File: src/rtl/baccarat_round_controller.sv
// Purpose: round sequencer above the baccarat game FSM; takes a bet, runs one game, settles it.
// Latency: start at edge k -> CHECK k+1, CLEAR k+2, PLAY (game_resetb=1) from k+3; balance updates leaving SETTLE.
// Backpressure: start is only looked at in IDLE; requests while busy are dropped, never queued.
module baccarat_round_controller #(
  parameter int BAL_W         = 8,
  parameter int START_BALANCE = 100,
  parameter int GAME_TIMEOUT  = 15
) (
  input  logic             slow_clock,
  input  logic             reset,
  input  logic             start,
  input  logic [BAL_W-1:0] bet,
  input  logic             player_win_light,
  input  logic             dealer_win_light,
  output logic             game_resetb,
  output logic             busy,
  output logic [BAL_W-1:0] balance,
  output logic [7:0]       round_count,
  output logic [7:0]       player_wins,
  output logic [7:0]       dealer_wins,
  output logic [7:0]       draws,
  output logic             bet_err,
  output logic             timeout_err
);

  localparam logic [2:0] S_IDLE   = 3'd0;
  localparam logic [2:0] S_CHECK  = 3'd1;
  localparam logic [2:0] S_CLEAR  = 3'd2;
  localparam logic [2:0] S_PLAY   = 3'd3;
  localparam logic [2:0] S_SETTLE = 3'd4;

  // Timer only needs to reach GAME_TIMEOUT-1.
  localparam int TMR_W = (GAME_TIMEOUT > 2) ? $clog2(GAME_TIMEOUT) : 1;
  localparam logic [TMR_W-1:0] TMR_LAST = TMR_W'(GAME_TIMEOUT - 1);

  logic [2:0]       state;
  logic [BAL_W-1:0] bet_q;
  logic [TMR_W-1:0] timer;
  logic             p_light_q;
  logic             d_light_q;
  logic [BAL_W:0]   win_sum;
  logic [BAL_W-1:0] win_bal;
  logic             any_light;

  function automatic logic [7:0] sat_inc(input logic [7:0] c);
    return (c == 8'hFF) ? c : c + 8'd1;
  endfunction

  // Moore decodes: the game FSM only runs in PLAY.
  assign game_resetb = (state == S_PLAY);
  assign busy        = (state != S_IDLE);
  assign any_light   = player_win_light | dealer_win_light;

  // Player-win balance, clamped at the top of the balance range.
  always_comb begin
    win_sum = {1'b0, balance} + {1'b0, bet_q};
    win_bal = win_sum[BAL_W] ? {BAL_W{1'b1}} : win_sum[BAL_W-1:0];
  end

  // Round sequencing, settlement and tallies; reset discards any round in flight.
  always_ff @(posedge slow_clock) begin
    if (reset) begin
      state       <= S_IDLE;
      bet_q       <= '0;
      timer       <= '0;
      p_light_q   <= 1'b0;
      d_light_q   <= 1'b0;
      balance     <= BAL_W'(START_BALANCE);
      round_count <= '0;
      player_wins <= '0;
      dealer_wins <= '0;
      draws       <= '0;
      bet_err     <= 1'b0;
      timeout_err <= 1'b0;
    end else begin
      case (state)
        S_IDLE: begin
          if (start) begin
            bet_q <= bet;
            state <= S_CHECK;
          end
        end
        S_CHECK: begin
          // Zero or unaffordable bets never reach the game, so SETTLE cannot underflow.
          if ((bet_q == '0) || (bet_q > balance)) begin
            bet_err <= 1'b1;
            state   <= S_IDLE;
          end else begin
            bet_err <= 1'b0;
            state   <= S_CLEAR;
          end
        end
        S_CLEAR: begin
          timer       <= '0;
          timeout_err <= 1'b0;
          state       <= S_PLAY;
        end
        S_PLAY: begin
          timer <= timer + 1'b1;
          if (any_light) begin
            p_light_q <= player_win_light;
            d_light_q <= dealer_win_light;
            state     <= S_SETTLE;
          end else if (timer == TMR_LAST) begin
            timeout_err <= 1'b1;
            state       <= S_IDLE;
          end
        end
        S_SETTLE: begin
          round_count <= sat_inc(round_count);
          if (p_light_q && d_light_q) begin
            draws <= sat_inc(draws);
          end else if (p_light_q) begin
            balance     <= win_bal;
            player_wins <= sat_inc(player_wins);
          end else begin
            balance     <= balance - bet_q;
            dealer_wins <= sat_inc(dealer_wins);
          end
          state <= S_IDLE;
        end
        default: state <= S_IDLE;
      endcase
    end
  end

endmodule

File: config.mk
export PLATFORM = sky130hd
export DESIGN_NAME = baccarat_round_controller
export DESIGN_NICKNAME = d
export VERILOG_FILES = /design/src/rtl/baccarat_round_controller.sv
export SDC_FILE = /design/constraint.sdc
export NUM_CORES = 1
export LEC_CHECK = 0
export CAP_MARGIN = 20
export CORE_UTILIZATION = 48
export CTS_CLUSTER_DIAMETER = 40
export CTS_CLUSTER_SIZE = 40
export DETAILED_ROUTE_END_ITERATION = 8
export PLACE_DENSITY_LB_ADDON = 0.08
export SLEW_MARGIN = 0
export SYNTH_ARGS = -nofsm -noshare
export SYNTH_HDL_FRONTEND = slang
export SYNTH_SLANG_ARGS = --single-unit
File: constraint.sdc
create_clock -name slow_clock -period 2 [get_ports slow_clock]
set_input_delay 0.2 -clock slow_clock [delete_from_list [all_inputs] [get_ports slow_clock]]
set_output_delay 0.2 -clock slow_clock [all_outputs]
set_load 0.005 [all_outputs]
[After elaboration in Yosys (flattened, before gate mapping)]
Index checks and enable logic that the tools add are counted.
Operators by class
  add/sub/neg operators: 7
  $lt $le $gt $ge: 1
  eq/ne operators: 13
  multiplexer cells: 12
  bitwise operators: 7
  reduce and logical (&&, ||, !) cells: 15
Operator list (number)
  adder 8 x 1 -> 8 bit, second input constant: 4
  equality test 8 bit, second input constant: 4
  2-to-1 mux 8 bit: 2
  one-hot mux 3 bit (4 select lines): 1
  AND reduction 2 bit: 5
  adder 8 x 8 -> 9 bit: 1
  2-to-1 mux 3 bit: 3
  > comparator 8 bit: 1
  logical NOT 8 bit: 1
  one-hot mux 4 bit (2 select lines): 1
  AND reduction 4 bit: 2
  subtractor 8 bit: 1
  equality test 3 x 2 -> 1 bit, second input constant: 2
  inverter 1 bit: 6
  AND reduction 3 bit: 2
  adder 4 x 1 -> 4 bit, second input constant: 1
  equality test 4 bit, second input constant: 1
  inequality test 2 bit, second input constant: 2
  equality test 3 x 1 -> 1 bit, second input constant: 1
  equality test 3 bit, second input constant: 1
  logical NOT 3 bit: 1
  2-to-1 mux 1 bit: 3
  inequality test 3 x 1 -> 1 bit, second input constant: 1
  nonzero test 3 bit: 1
  7 further kinds: 7
Word-level totals
  flip-flop bits (word level): 59
  input bits: 13
  output and inout port bits: 44

[Depth between registers and ports, before layout]
Gate-level depths: netlist of run 1.
  depth after elaboration: 4
  depth in mapped cells: 9
  depth with buffers taken out: 9

[Worst setup path before layout of run 1]
Ideal clock, no wire load.
  kind: reg2reg
  from: register bet_q[4]
  to: register balance[2]
  library setup time: 0.120 ns
  data arrival time: 1.920 ns
  required time: 1.880 ns
  slack: -0.040 ns
  stages on the path, launching flop included: 10
  path buffers: 1
  cell sequence: dfxtp_1 > inv_1 > ha_1 > clkbuf_1 > nor2_1 > a221oi_1 > nand2_1 > a21oi_2 > a21oi_1 > or2_1
On the way
  longest elaborated chain between the ends: 3
Ends and longest elaborated chain
  start, declared: line 37  | logic [BAL_W-1:0] bet_q;
  start signal, assigned: line 79  | bet_q <= bet;
  adder 8 x 8 -> 9 bit: line 56  | win_sum = {1'b0, balance} + {1'b0, bet_q};
  2-to-1 mux 8 bit: line 57  | win_bal = win_sum[BAL_W] ? {BAL_W{1'b1}} : win_sum[BAL_W-1:0];
  2-to-1 mux 8 bit: line 113  | end else if (p_light_q) begin
  end signal, assigned: line 68  | balance <= BAL_W'(START_BALANCE);
  end signal, assigned: line 114  | balance <= win_bal;
  end signal, assigned: line 117  | balance <= balance - bet_q;
  end, declared: line 17  | output logic [BAL_W-1:0] balance,
No other way between the ends.
A chain may end at the register's enable or synchronous reset.

[Worst setup path after layout of run 1]
  from: register bet_q[5]
  to: register balance[5]
On the way
  longest elaborated chain between the ends: 3
Ends and longest elaborated chain (line)
  adder 8 x 8 -> 9 bit: 56
  2-to-1 mux 8 bit: 57
  2-to-1 mux 8 bit *: 113
Every way passes the cells marked *; elsewhere a longest branch is shown, timed or not.

==> results.sh, run 1 <==
export IMPL_finalWirelength_um=7240
export IMPL_place_area_sq_um=3990
export IMPL_clk_pin_slew_ns=0.07
export IMPL_gr_total_overflow=0
export IMPL_grt_util_all_layers=0.213
export IMPL_power_density_nw_per_um2=594
export IMPL_clk_path_buf_depth=2
export IMPL_start_util=0.499
export IMPL_finalMaxSlewViolations=0
export IMPL_min_period_ns=1.94
export IMPL_cts_buffers=9
export IMPL_synth_edff_count=0
export IMPL_die_width_um=83.5
export IMPL_hold_path_class="in2reg"
export IMPL_hold_depth=2
export IMPL_avgSynthCellArea_sq_um=8.45
export IMPL_rows=29
export IMPL_arrival_ns=2.21
export IMPL_startpoint_type="flip-flop"
export IMPL_crit_required_ns=2.27
export IMPL_critPathMaxFanout=6
export IMPL_grt_antenna_before_repair=0
export IMPL_synth_ff_type="dfxtp_1"
export IMPL_grt_pass1_vias=2607
export IMPL_antenna_left=0
export IMPL_tightestPinTransition_ns=0.417
export IMPL_synthDistinctLibCells=46
export IMPL_r2r_end="balance[5]"
export IMPL_vias_per_cell=5.27
export IMPL_synthArstFlopShare=0
export IMPL_ir_drop_mv=0.474
export IMPL_maxCapViolations=0
export IMPL_gp_congestion=0.932
export IMPL_vias=2845
export IMPL_max_slew_margin_rel=0.719
export IMPL_power_leakage_nw=1.66
export IMPL_dp_hpwl_um=5290
export IMPL_clock_latency_ns=0.33
export IMPL_syn_area_sq_um=3190
export IMPL_setup_viol_count_final=0
export IMPL_fin_nets=495
export IMPL_insertedDiodeCount=0
export IMPL_drtPass1Iterations=4
export IMPL_die_h_um=83.5
export IMPL_wl_per_cell_um=13.4
export IMPL_status="finished, final reports clean"
export IMPL_core_area_sq_um=6390
export IMPL_reg2reg_slack_ns=0.06
export IMPL_initialDrtViolationCount=99
export IMPL_syn_num_nets=414
export IMPL_grt_pass1_wl_um=11800
export IMPL_drive_gt1_frac=0.153
export IMPL_cts_sinks=59
export IMPL_final_hold_viol_count=0
export IMPL_area_delta_synth_final_pct=32.8
export IMPL_yosysWarnings=0
export IMPL_timing_rr_start="bet_q[5]"
export IMPL_synth_seq_cells=59
export IMPL_portBuffers=56
export IMPL_path_class="reg2reg"
export IMPL_drc=0
export IMPL_ff2ff_path_depth=9
export IMPL_clock_fmax_ghz=0.515
export IMPL_cp_end_kind="flip-flop"
export IMPL_tritoncts="yes"
export IMPL_htree_levels=3
export IMPL_die_area_sq_um=6970
export IMPL_rsz0062_at_grt="yes"
export IMPL_ios=57
export IMPL_yosysSeqAreaShare=0.371
export IMPL_synthCells=377
export IMPL_worstHoldStart="reset"
export IMPL_fin_skew_ns=0.00997
export IMPL_grt_start_max_net_pins=26
export IMPL_clock_root_buffer="clkbuf_8"
export IMPL_whs_endpoint="player_wins[0]"
export IMPL_min_period_over_period=0.970
export IMPL_finalInstanceArea_sq_um=4230
export IMPL_hold_slack_ns=0.289
critical path, cell delays in order, from the launching register on:
cell and delay (ns):
dfxtp_1 0.33, inv_1 0.05, ha_1 0.36, nor2_1 0.26, o211ai_1 0.17, buf_4 0.16
a21oi_1 0.17, nand2_1 0.08, a31oi_1 0.15, o41a_1 0.16
Yosys cell counts (all sizes together) (4+ instances only):
cell type  instances  area [sq um]
nand3              7          35.0
nor2b              5          31.3
nand4              9          71.3
nand2b             4          25.0
nor3b              4          30.0
a21oi             31           159
ha                22           275
xnor2             15           131
clkbuf            14          52.6
a211oi             4          30.0
dfxtp             59          1180
inv               17          63.8
o21ai              9          45.0
nor3              12          60.1
and3              11          68.8
mux2i              6          60.1
nor2              52           195
xor2              18           158
nand2             37           139
logic make-up after synthesis:
kind of cell / Yosys count / synth area share
multiplexers: 6 / 0.0188
flip-flops: 59 / 0.371
XOR/XNOR: 33 / 0.0907
adder cells (fa/ha/maj): 24 / 0.0989
buffers and inverters: 32 / 0.0377
AO/OA/AOI/OAI: 68 / 0.146
AND/OR/NAND/NOR: 155 / 0.238
per-layer routing:
metal,vias up,track usage,wire length [um],part of all wire
met2,70,0.344,3410,0.47
met1,1311,0.275,3380,0.47
met3,6,0.0445,376,0.052
li1,1458,-,-,-
met4,0,0.0924,73,0.010
met5,-,0,0,0
metrics by stage:
stage	instances	power, mW	setup TNS (ns)	utilization	worst slack [ns]
after floorplan	377	1.45	0	-	0.0584
after global placement	522	1.57	0	0.624	0.0612
after detailed placement	522	1.57	-0.00652	0.624	-0.00652
after CTS	538	2.52	0	0.652	0.0155
after global routing	540	2.65	-0.336	0.663	-0.0719
final	540	2.51	0	0.663	0.0600
layout make-up:
class	instances	area, sq um
Clock buffer	11	141
Clock inverter	5	28.8
Fill cell	547	2150
Inverter	17	63.8
Multi-Input combinational cell	286	1940
Sequential cell	59	1190
Tap cell	77	96.3
Timing Repair Buffer	85	773
layout by cell type (no fill, tap or decap), types with 4 or more instances in the layout:
master | synthesis | routed
clkinv_2 | 0 | 4
mux2i_1 | 6 | 6
and3_1 | 11 | 10
inv_1 | 17 | 16
clkdlybuf4s50_1 | 0 | 55
clkbuf_8 | 0 | 10
nor2b_1 | 5 | 5
xnor2_1 | 15 | 15
nor3_1 | 12 | 12
nand4_1 | 8 | 8
nand2b_1 | 4 | 4
o21ai_1 | 6 | 8
nor2_1 | 52 | 52
nand2_1 | 37 | 37
nand3_1 | 7 | 6
dfxtp_2 | 0 | 5
xor2_1 | 18 | 18
dfxtp_1 | 59 | 53
ha_1 | 22 | 19
a21oi_1 | 30 | 30
buf_4 | 0 | 29
sequential cells by signal (all words and copies together) (netlist names):
register     count
balance          8
p_light_q        1
player_wins      8
bet_q            8
state            3
d_light_q        1
dealer_wins      8
bet_err          1
timeout_err      1
timer            4
draws            8
round_count      8
what timing repair did:
| item | CTS | global route |
|---|---|---|
| buffers inserted | 0 | 2 |
| resized for setup | 4 | 19 |
| pin swaps | 0 | 9 |
| hold buffers | 0 | 0 |
| setup endpoints to repair | 2 | 18 |
power by group:
part	internal (mW)	switching, mW
combinational	0.163	0.180
clock	0.477	0.471
sequential	1.20	0.0249
total	1.84	0.676
worst max path at each step:
stage / from / end / slack (ns) / cells past startpoint
2_1_floorplan: balance[0] / balance[2] / 0.06 / 8
3_3_place_gp: bet_q[0] / balance[6] / 0.06 / 9
3_5_place_dp: balance[0] / bet_err / -0.007 / 9
4_1_cts: bet_q[0] / balance[6] / 0.02 / 9
5_1_grt: bet_q[5] / balance[5] / -0.07 / 9
6_report: bet_q[5] / balance[5] / 0.06 / 9
(Power assumes the default switching activity.)
==> inputs of run 2 (changes only) <==
--- a/config.mk
+++ b/config.mk
@@ -6,11 +6,14 @@
 export NUM_CORES = 1
 export LEC_CHECK = 0
 export CAP_MARGIN = 20
-export CORE_UTILIZATION = 48
+export CORE_UTILIZATION = 59
+export CTS_BUF_LIST = sky130_fd_sc_hd__clkbuf_8
 export CTS_CLUSTER_DIAMETER = 40
 export CTS_CLUSTER_SIZE = 40
 export DETAILED_ROUTE_END_ITERATION = 8
+export DONT_BUFFER_PORTS = 1
 export PLACE_DENSITY_LB_ADDON = 0.08
+export SKIP_LAST_GASP = 1
 export SLEW_MARGIN = 0
 export SYNTH_ARGS = -nofsm -noshare
 export SYNTH_HDL_FRONTEND = slang
==> run 2 against run 1 <==
Against the previous run:
- clock skew shrank 0.0018 ns
- routed wire length shrank 6.2%
- global-route usage grew 4.2 points
- sequential share of layout area grew 3.6 points
- first-iteration DRC count grew 8.1%
- die area shrank 18%
- cell count shrank 11%
==> results.sh, run 2 (synthesis gave the netlist of run 1 again) <==
export IMPL_status="finished, final reports clean"
export IMPL_endpoint="balance[2]"
export IMPL_grt_start_max_net_pins=59
export IMPL_crit_required_ns=2.21
export IMPL_area_delta_synth_final_pct=17.0
export IMPL_critPathMaxFanout=3
export IMPL_dp_hpwl_um=4920
export IMPL_hold_path_class="in2reg"
export IMPL_reg2reg_slack_ns=0.08
export IMPL_cp_end_kind="flip-flop"
export IMPL_tritoncts="yes"
export IMPL_cts_sinks=59
export IMPL_clk_pin_slew_ns=0.07
export IMPL_grt_pass1_vias=2454
export IMPL_cp_startpoint="balance[0]"
export IMPL_wl_per_cell_um=14.1
export IMPL_grt_pass1_wl_um=10800
export IMPL_clock_root_buffer="clkbuf_8"
export IMPL_portBuffers=0
export IMPL_min_period_ns=1.92
export IMPL_grt_antenna_before_repair=0
export IMPL_drc=0
export IMPL_dpl_cell_count=460
export IMPL_drive_gt1_frac=0.148
export IMPL_setup_viol_count_final=0
export IMPL_gp_congestion=0.897
export IMPL_rows=26
export IMPL_start_util=0.620
export IMPL_power_leakage_nw=1.51
export IMPL_final_cell_mix="dfxtp_1 (56), nor2_1 (52), nand2_1 (37)"
export IMPL_insertedDiodeCount=0
export IMPL_min_period_over_period=0.961
export IMPL_timing_rr_start="balance[0]"
export IMPL_rsz0062_at_grt="yes"
export IMPL_initialDrtViolationCount=107
export IMPL_ff2ff_path_depth=8
export IMPL_post_cts_buffers=0
export IMPL_drtPass1Iterations=4
export IMPL_fin_tns_setup_ns=0
export IMPL_die_area_sq_um=5700
export IMPL_power_density_nw_per_um2=702
export IMPL_stdcell_count=482
export IMPL_gr_total_overflow=0
export IMPL_hold_depth=2
export IMPL_cts_buffers=9
export IMPL_n_fill_cell=436
export IMPL_fin_skew_ns=0.00814
export IMPL_finalMaxSlewViolations=0
export IMPL_antenna_left=0
export IMPL_layout_commonest_cell="dfxtp_1"
export IMPL_vias=2715
export IMPL_core_area_sq_um=5140
export IMPL_maxCapViolations=0
export IMPL_clock_latency_ns=0.33
export IMPL_path_class="reg2reg"
export IMPL_clk_path_buf_depth=2
export IMPL_startpoint_type="flip-flop"
export IMPL_grt_util_all_layers=0.255
export IMPL_r2r_end="balance[2]"
export IMPL_arrival_ns=2.13
export IMPL_tightestPinTransition_ns=0.479
export IMPL_finalWirelength_um=6790
export IMPL_htree_levels=3
export IMPL_ir_drop_mv=0.422
export IMPL_clock_fmax_ghz=0.520
export IMPL_final_hold_viol_count=0
export IMPL_ios=57
export IMPL_die_width_um=75.5
export IMPL_die_h_um=75.5
export IMPL_fin_nets=444
export IMPL_max_slew_margin_rel=0.679
export IMPL_vias_per_cell=5.63
[run 2: cell count changes in the layout (fill, tap and decap cells not counted), moves of 2 or more]
cell and delta:
dfxtp_1 +3, inv_1 +2, dfxtp_2 -2, clkdlybuf4s50_1 -55, clkinv_2 -2, dlygate4sd3_1 +5
[run 2: stage by stage]
step | area (sq um) | hold WS (ns) | power [mW] | setup WS [ns] | util
after CTS | 3710 | 0.00893 | 2.64 | 0.00928 | 0.721
after global placement | 3430 | 0.273 | 1.51 | 0.0831 | 0.667
final | 3730 | 0.0278 | 2.62 | 0.0785 | 0.725
after floorplan | 3190 | 0.336 | 1.45 | 0.0584 | -
after detailed placement | 3430 | 0.277 | 1.51 | 0.0219 | 0.667
after global routing | 3730 | 0.0212 | 2.73 | -0.0355 | 0.725
[run 2: layout make-up]
cell class	count	area, sq um	area share
Multi-Input combinational cell	286	1910	0.512
Clock inverter	5	52.6	0.0141
Sequential cell	59	1180	0.318
Tap cell	70	87.6	0.0235
Inverter	17	63.8	0.0171
Timing Repair Buffer	34	280	0.0752
Clock buffer	11	151	0.0406
[run 2: worst max-delay path, cell delays in order (launching register included)]
cell and delay (ns):
dfxtp_2 0.33, ha_2 0.19, fa_2 0.34, nor2b_1 0.15
o211ai_1 0.24, nand2_1 0.11, a21oi_2 0.16, a21oi_1 0.08
or2_1 0.20
[run 2: report_power, final]
part           internal [mW]  switching, mW  total (mW)
clock network          0.636          0.456        1.09
registers               1.20         0.0207        1.22
logic                  0.133          0.172       0.305
total                   1.97          0.648        2.62
[run 2: worst min-delay path by stage]
stage                     startpoint        to  slack [ns]
after floorplan               bet[2]  bet_q[2]        0.34
after CTS                     bet[2]  bet_q[2]       0.009
after detailed placement       reset  draws[1]        0.28
after global routing          bet[5]  bet_q[5]        0.02
final                         bet[2]  bet_q[2]        0.03
after global placement         reset  draws[5]        0.27
[run 2: routing by layer]
layer	part of all wire	global-route usage	wire [um]	up-vias
met4	0.017	0.111	118	0
met2	0.44	0.394	2960	72
met1	0.48	0.325	3280	1267
li1	-	-	-	1365
met3	0.063	0.0860	425	11
met5	0	0	0	-
[run 2: timing repair]
action,4_1_cts,5_1_grt
setup endpoints to repair,2,11
resized for setup,3,9
cloned,0,0
hold endpoints to repair,58,0
hold buffers,6,0
pin swaps,2,5
